--- src/rtl/pipelined_adder.sv ---
// pipelined_adder: WIDTH-bit adder/subtractor whose carry ripples through STAGES
// register stages, one CHUNK = WIDTH/STAGES-bit slice per stage. Accepts a new
// operand set every cycle. Flow control lets bubbles collapse toward the output.
//
// Ports:
//   clk, rst_n          rising-edge clock, asynchronous active-low reset
//   in_valid, in_ready  operand handshake (A, B, Cin, Sub sampled on accept)
//   A, B                WIDTH-bit operands
//   Cin                 carry-in (borrow-in when Sub=1)
//   Sub                 0: A+B+Cin, 1: A-B-Cin
//   out_valid, out_ready result handshake
//   Sum, Cout, Ovf      result mod 2^WIDTH, MSB carry-out, signed overflow
//
// WIDTH must be divisible by STAGES, and STAGES must lie in 1..WIDTH.
module pipelined_adder #(
  parameter int unsigned WIDTH  = 16,
  parameter int unsigned STAGES = 4
) (
  input  logic             clk,
  input  logic             rst_n,
  input  logic             in_valid,
  output logic             in_ready,
  input  logic [WIDTH-1:0] A,
  input  logic [WIDTH-1:0] B,
  input  logic             Cin,
  input  logic             Sub,
  output logic             out_valid,
  input  logic             out_ready,
  output logic [WIDTH-1:0] Sum,
  output logic             Cout,
  output logic             Ovf
);

  localparam int unsigned CHUNK = WIDTH / STAGES;

  // Returns {carry into chunk MSB, carry out, chunk sum}.
  function automatic logic [CHUNK+1:0] add_chunk(input logic [CHUNK-1:0] a,
                                                 input logic [CHUNK-1:0] b,
                                                 input logic             c);
    logic [CHUNK:0] tot;
    logic           c_msb;
    tot   = {1'b0, a} + {1'b0, b} + {{CHUNK{1'b0}}, c};
    // Sum bit = a ^ b ^ carry-in, so the carry into the MSB falls out directly.
    c_msb = tot[CHUNK-1] ^ a[CHUNK-1] ^ b[CHUNK-1];
    return {c_msb, tot};
  endfunction

  // Per-stage state. a_q/b_q carry the operands forward; only the chunks above
  // the stage index still matter. s_q holds the finished low chunks.
  logic [STAGES-1:0] v_q;
  logic [STAGES-1:0] c_q;
  logic [WIDTH-1:0]  a_q [STAGES];
  logic [WIDTH-1:0]  b_q [STAGES];
  logic [WIDTH-1:0]  s_q [STAGES];
  logic              ovf_q;

  // Stage inputs (what each stage would load) and next-state values.
  logic [STAGES-1:0] v_src;
  logic [STAGES-1:0] c_src;
  logic [WIDTH-1:0]  a_src [STAGES];
  logic [WIDTH-1:0]  b_src [STAGES];
  logic [WIDTH-1:0]  s_src [STAGES];
  logic [WIDTH-1:0]  s_d   [STAGES];
  logic [STAGES-1:0] c_d;
  logic              ovf_d;
  logic [STAGES-1:0] stage_ready;

  // A stage may load when it or any stage downstream is empty, or when the
  // output is being consumed. Written as an OR over the tail so there is no
  // combinational self-dependency in the ready vector.
  always_comb begin
    logic rdy;
    stage_ready = '0;
    for (int k = 0; k < STAGES; k++) begin
      rdy = out_ready;
      for (int j = k; j < STAGES; j++) begin
        if (!v_q[j]) rdy = 1'b1;
      end
      stage_ready[k] = rdy;
    end
  end

  assign in_ready = stage_ready[0];

  // Stage sources: stage 0 takes the effective operands, stage k the registers
  // of stage k-1.
  always_comb begin
    v_src    = '0;
    c_src    = '0;
    v_src[0] = in_valid;
    c_src[0] = Cin ^ Sub;
    a_src[0] = A;
    b_src[0] = Sub ? ~B : B;
    s_src[0] = '0;
    for (int k = 1; k < STAGES; k++) begin
      v_src[k] = v_q[k-1];
      c_src[k] = c_q[k-1];
      a_src[k] = a_q[k-1];
      b_src[k] = b_q[k-1];
      s_src[k] = s_q[k-1];
    end
  end

  // Chunk k is added in stage k; the top stage also resolves overflow.
  always_comb begin
    logic [CHUNK+1:0] res;
    c_d   = '0;
    ovf_d = 1'b0;
    for (int k = 0; k < STAGES; k++) begin
      res = add_chunk(a_src[k][k*CHUNK +: CHUNK], b_src[k][k*CHUNK +: CHUNK], c_src[k]);
      s_d[k] = s_src[k];
      s_d[k][k*CHUNK +: CHUNK] = res[CHUNK-1:0];
      c_d[k] = res[CHUNK];
      if (k == STAGES - 1) ovf_d = res[CHUNK+1] ^ res[CHUNK];
    end
  end

  always_ff @(posedge clk or negedge rst_n) begin
    if (!rst_n) begin
      v_q   <= '0;
      c_q   <= '0;
      ovf_q <= 1'b0;
      for (int k = 0; k < STAGES; k++) begin
        a_q[k] <= '0;
        b_q[k] <= '0;
        s_q[k] <= '0;
      end
    end else begin
      for (int k = 0; k < STAGES; k++) begin
        if (stage_ready[k]) begin
          v_q[k] <= v_src[k];
          c_q[k] <= c_d[k];
          a_q[k] <= a_src[k];
          b_q[k] <= b_src[k];
          s_q[k] <= s_d[k];
        end
      end
      if (stage_ready[STAGES-1]) ovf_q <= ovf_d;
    end
  end

  assign out_valid = v_q[STAGES-1];
  assign Sum       = s_q[STAGES-1];
  assign Cout      = c_q[STAGES-1];
  assign Ovf       = ovf_q;

endmodule

--- config.mk ---
export PLATFORM = sky130hd
export DESIGN_NAME = pipelined_adder
export DESIGN_NICKNAME = d
export VERILOG_FILES = /design/src/rtl/pipelined_adder.sv
export SDC_FILE = /design/constraint.sdc
export NUM_CORES = 1
export LEC_CHECK = 0
export CAP_MARGIN = 20
export CORE_ASPECT_RATIO = 1.2
export CORE_MARGIN = 4
export CORE_UTILIZATION = 65
export CTS_CLUSTER_SIZE = 14
export DETAILED_ROUTE_END_ITERATION = 16
export DONT_BUFFER_PORTS = 1
export PLACE_DENSITY = 0.81
export SLEW_MARGIN = 20
export SYNTH_ARGS = -nofsm -noshare
export SYNTH_HDL_FRONTEND = slang
export SYNTH_SLANG_ARGS = --single-unit
--- constraint.sdc ---
create_clock -name clk -period 4.7 [get_ports clk]
set_input_delay 0.94 -clock clk [delete_from_list [all_inputs] [get_ports clk]]
set_output_delay 0.94 -clock clk [all_outputs]
set_load 0.005 [all_outputs]
==> impl_metrics.json, run 1 <==
{
  "netlist_area_um2": 4300,
  "grtUsageTotal_pct": 18.4,
  "cts_hold_buf": 0,
  "cp-start-kind": "input port",
  "ios": 58,
  "synthTopCellsByCount": "107 x nand2_1, 97 x dfrtp_1, 27 x mux2_2",
  "cts_resized": 0,
  "synth_top_area_share_pct": 56.4,
  "p_sw_uw": 680,
  "status": "completed",
  "grt.overflow.total": 0,
  "drtIter0Drc": 138,
  "io_buffers": 0,
  "place_congestion": 0.733,
  "cp_cell_sequence": "and3b_1 -> buf_4 -> nand3_4",
  "syn_inst": 382,
  "whs_ns": 0.275,
  "comb_power_share_pct": 21.5,
  "syn2layout_area_growth_pct": 6.08,
  "start_util_pct": 66.8,
  "cellPowerDensity_nw_per_um2": 510,
  "setup_viol": 0,
  "synth_warnings": 0,
  "drv_slew": 0,
  "critPathArrivalTime_ns": 1.90,
  "synth_cell_types": 31,
  "design.core.area_um2": 6450,
  "yosysSeqAreaShare_pct": 56.4,
  "first_pass_iters": 5,
  "wl_per_cell_um": 14.3,
  "yosysTopAreaCell": "dfrtp_1",
  "ir_worst_vdd_mv": 0.246,
  "clockRootBuffer": "clkbuf_8",
  "max-slew-margin-rel_pct": 61.3,
  "cpPeakStageDelay_ns": 0.46,
  "cts_tree": "yes",
  "syn-num-nets": 440,
  "die_w_um": 82.3,
  "switching_share_pct": 29.2,
  "finalCriticalPeriod_ns": 2.84,
  "path_max_fanout": 46,
  "ctsHtreeMaxLevel": 3,
  "async_reset_ff_share_pct": 100,
  "antenna_found_initial": 0,
  "wirelength_mm": 6.69,
  "final_antenna_net_count": 0,
  "met1_usage_pct": 25.4,
  "num-fill-cells": 483,
  "slowest_stage": "nand3_4",
  "dpl.hpwl_mm": 4.71,
  "cts.sinks": 97,
  "cts_buffer_depth": 2,
  "die-area_um2": 7990,
  "post_dp_cell_area_um2": 4340,
  "clkPwrFrac_pct": 25.7,
  "syn_avg_cell_area_um2": 11.3,
  "fin_area_um2": 4570,
  "critical_path_class": "input port to primary output",
  "clock_latency_ns": 0.35,
  "min_path_type": "input port to asynchronous set/reset pin",
  "grt_pass1_wl_mm": 11.6,
  "vias": 2524,
  "cp_data_required_time_ns": 3.76,
  "seqPwrFrac_pct": 52.8,
  "grt_use_met2_pct": 28.4,
  "p_leak_nw": 2.18,
  "cap_violations": 0,
  "nets": 437,
  "synth.most_common_cell": "nand2_1",
  "grt_pass1_vias": 2561,
  "use_met3_pct": 3.06,
  "drc": 0,
  "tightest_slew_ns": 0.580,
  "viasPerCell": 5.38,
  "crit_path_end_kind": "primary output",
  "final-hold-violation-count": 0,
  "clk_pin_slew_ns": 0.09,
  "fmax_ghz": 0.353,
  "row_count": 32,
  "fin_crit_sh_pct": 60.3,
  "numCtsBuffers": 9,
  "synth_flop_cell": "dfrtp_1",
  "grt_max_degree": 98,
  "top_usage_layer": "met2",
  "fin_skew_ns": 0.0124,
  "power.internal_mw": 1.65,
  "cts_setup_buffers": 0,
  "drive_gt1_share_pct": 14.6,
  "setup_tns_ns": 0,
  "die_h_um": 97.1,
  "antenna_cells": 0,
  "synth.area.top_cells": "dfrtp_1 56%, nand2_1 9.3%, mux2_2 7.1%, fa_1 3.7%, ha_1 3.5%",
  "yosys_register_bits": 97,
  "rsz0062_at_grt": "no",
  "synth_edf_count": 0
}
per-stage QoR:
stage                     util, %  total power [mW]  setup slack, ns  std cells
final                        70.8              2.33             1.86        469
after global routing         70.8              2.50             1.78        469
after CTS                    70.8              2.35             1.86        469
after detailed placement     67.3              1.75             1.86        453
after global placement       67.3              1.71             1.87        453
after floorplan                 -              1.63             1.85        382
cell usage in the layout (no fill, tap or decap):
cell type     n
buf_4         3
nor2_1       19
o211a_1       1
inv_1         6
or2_2         1
dfrtp_1      97
a21o_1        4
clkbuf_8     11
mux2_4        7
nand2b_1      4
or3b_2        1
o22a_1        1
o21ai_0      11
clkinvlp_4    1
o21bai_1      1
mux2_2       27
nor2b_1       3
fa_1          8
xnor2_1      15
o31ai_1       1
a31oi_1       1
ha_1         12
a211oi_1      2
and3_1        1
nand3_4       1
nand2_1     107
and3b_1       1
clkinv_2      2
bufinv_16     2
a21oi_1      22
xor2_1       10
nand3_1       1
state kept, by name, indices dropped and copies added (netlist names):
| register | count |
|---|---|
| c_q | 4 |
| a_q | 24 |
| s_d | 24 |
| Sum | 16 |
| b_q | 24 |
| v_q | 4 |
| Ovf | 1 |
power groups by stage:
stage	logic, mW	clock network, mW	registers [mW]
finish	0.501	0.599	1.23
global placement	0.474	0	1.24
CTS	0.508	0.608	1.24
detailed placement	0.502	0	1.25
floorplan	0.429	0	1.20
global route	0.586	0.645	1.27
cell families after synthesis:
| kind of cell | synth area share (%) |
|---|---|
| AOI/OAI and AO/OA | 5.81 |
| xor gates and xnor gates | 5.09 |
| adders and majority gates | 7.21 |
| buffers and inverters | 2.76 |
| DFF | 56.4 |
| muxes | 9.51 |
| and+or+nand+nor | 13.2 |
worst paths after layout:
path | to | depth (start not counted) | slack [ns] | start
max reg2reg | Ovf$_DFFE_PN0P_ | 6 | 2.63 | c_q[2]$_DFFE_PN0P_
min | Sum[6]$_DFFE_PN0P_ | 0 | 0.28 | rst_n
min reg2reg | s_d[1]$_DFFE_PN0P_ | 2 | 0.47 | s_d[1]$_DFFE_PN0P_
max | in_ready | 3 | 1.86 | out_ready
max in group asynchronous | s_d[10]$_DFFE_PN0P_ | 0 | 4.27 | rst_n
min in group clk | s_d[1]$_DFFE_PN0P_ | 2 | 0.47 | s_d[1]$_DFFE_PN0P_
cell type report:
cell class,count,area (um^2),share of cell area (%)
clock buffer,11,151,3.32
clock inverter,5,77.6,1.70
inverter,6,22.5,0.493
multi-input combinational,262,1760,38.5
sequential,97,2430,53.2
tap,85,106,2.33
timing repair buffer,3,22.5,0.493
per-layer routing:
layer | routed length, um | part of all wire, %
met5 | 0 | 0
met1 | 3070 | 46
met4 | 85 | 1.3
met3 | 391 | 5.8
met2 | 3140 | 47
critical path: cells and delay by family:
family                 cells  cell delay (ns)
buffers and inverters      1             0.27
AND/OR/NAND/NOR            2             0.64
Power figures use the tool's default switching activity.
==> inputs of run 2 (changes only) <==
CORE_UTILIZATION = 63   (was 65)
PLACE_DENSITY = 0.79   (was 0.81)
clock period = 2.9 ns   (was 4.7 ns; I/O delays follow)
==> impl_metrics.json, run 2 (synthesized netlist as in run 1, its figures left out) <==
{
  "dpl.hpwl_mm": 4.83,
  "fin_skew_ns": 0.00809,
  "cap_violations": 0,
  "ios": 58,
  "ir_worst_vdd_mv": 0.506,
  "design.core.area_um2": 6530,
  "row_count": 32,
  "grt_pass1_vias": 2573,
  "cts.sinks": 97,
  "drv_slew": 0,
  "setup_tns_ns": 0,
  "die-area_um2": 8220,
  "vias": 2480,
  "cp-start-kind": "flip-flop",
  "seq_area_um2": 2430,
  "finalCriticalPeriod_ns": 2.09,
  "max-slew-margin-rel_pct": 59.9,
  "final_antenna_net_count": 0,
  "clk_pin_slew_ns": 0.09,
  "cts_resized": 0,
  "fmax_ghz": 0.479,
  "final_cell_mix": "107 x nand2_1, 97 x dfrtp_1, 27 x mux2_2, 22 x a21oi_1, 19 x nor2_1",
  "cts_setup_buffers": 0,
  "rsz0062_at_grt": "no",
  "final-hold-violation-count": 0,
  "setup_viol": 0,
  "path_max_fanout": 46,
  "p_leak_nw": 2.20,
  "grt.overflow.total": 0,
  "nets": 438,
  "critical_path_class": "flip-flop to primary output",
  "viasPerCell": 5.28,
  "io_buffers": 0,
  "antenna_found_initial": 0,
  "clock_latency_ns": 0.36,
  "drtIter0Drc": 111,
  "grt_pass1_wl_mm": 11.9,
  "grt_max_degree": 98,
  "min_path_type": "input port to asynchronous set/reset pin",
  "fin_crit_sh_pct": 71.9,
  "critPathArrivalTime_ns": 1.51,
  "dp_slack_ns": 0.751,
  "antenna_cells": 0,
  "start_util_pct": 66.0,
  "cts_buffer_depth": 2,
  "clockRootBuffer": "clkbuf_8",
  "die_w_um": 83.5,
  "die_h_um": 98.5,
  "cellPowerDensity_nw_per_um2": 839,
  "drive_gt1_share_pct": 14.5,
  "place_congestion": 0.778,
  "wirelength_mm": 6.83,
  "final_common_cell": "nand2_1",
  "first_pass_iters": 4,
  "syn2layout_area_growth_pct": 7.06,
  "drc": 0,
  "status": "completed",
  "crit_path_end_kind": "primary output",
  "cp_data_required_time_ns": 2.32,
  "numCtsBuffers": 9,
  "multiInputGateArea_um2": 1760,
  "cts_tree": "yes",
  "num-fill-cells": 487,
  "timing.final.ws_setup_ns": 0.814,
  "grtUsageTotal_pct": 17.9,
  "tightest_slew_ns": 0.601,
  "ctsHtreeMaxLevel": 3,
  "wl_per_cell_um": 14.5
}
==> run 2: cell types whose count changed in the layout (fill, tap and decap cells not counted) <==
cell | before | now
buf_16 | 0 | 1
bufinv_16 | 2 | 3
clkbuf_1 | 0 | 1
clkbuf_8 | 11 | 10
clkinv_2 | 2 | 1
==> run 2: what timing repair did <==
item	4_1_cts	5_1_grt
hold buffers	1	0
endpoints found under the setup margin	0	0
hold endpoints to repair	97	0
==> run 2: per-layer routing <==
metal	track usage (%)	vias to the layer above	share of wire (%)
li1	-	1244	-
met1	24.4	1174	47
met2	27.5	55	46
met3	3.93	7	5.4
met4	8.91	0	1.6
met5	0	-	0
==> run 2: area by class of cell <==
| cell class | instances | area share, % |
|---|---|---|
| Tap cell | 85 | 2.31 |
| Multi-Input combinational cell | 262 | 38.1 |
| Sequential cell | 97 | 52.7 |
| Clock inverter | 5 | 2.23 |
| Timing Repair Buffer | 4 | 1.09 |
| Clock buffer | 11 | 3.07 |
| Inverter | 6 | 0.489 |
==> run 2: stage by stage <==
| step | hold slack, ns | power, mW | instance area [um^2] | instances | utilization [%] |
|---|---|---|---|---|---|
| floorplan | 0.284 | 2.64 | 4300 | 382 | - |
| global placement | 0.287 | 2.78 | 4340 | 453 | 66.4 |
| detailed placement | 0.286 | 2.84 | 4340 | 453 | 66.4 |
| CTS | 0.144 | 3.91 | 4610 | 470 | 70.6 |
| global route | 0.159 | 4.13 | 4610 | 470 | 70.6 |
| finish | 0.136 | 3.87 | 4610 | 470 | 70.6 |
==> run 2: worst paths after layout <==
path	startpoint	to	slack [ns]	depth (start not counted)
setup / recovery	v_q[3]$_DFFE_PN0P_	in_ready	0.81	2
hold / removal	rst_n	Sum[7]$_DFFE_PN0P_	0.14	1
setup reg to reg	c_q[2]$_DFFE_PN0P_	Ovf$_DFFE_PN0P_	0.86	6
hold reg to reg	b_q[44]$_DFFE_PN0P_	b_q[28]$_DFFE_PN0P_	0.47	2
max in group asynchronous	rst_n	c_q[0]$_DFFE_PN0P_	2.42	1
min in group clk	in_valid	v_q[0]$_DFFE_PN0P_	0.34	1
==> run 2: report_power, final <==
part	internal, mW	total (mW)	switching (mW)	leakage (nW)
logic	0.411	0.844	0.433	0.942
clock network	0.595	1.04	0.441	0.120
registers	1.74	1.99	0.253	1.14
total	2.74	3.87	1.13	2.20
==> run 2: worst max-delay path, stage by stage (launching register included) <==
cell     delay [ns]
dfrtp_1        0.41
and3b_1        0.26
nand3_4        0.47
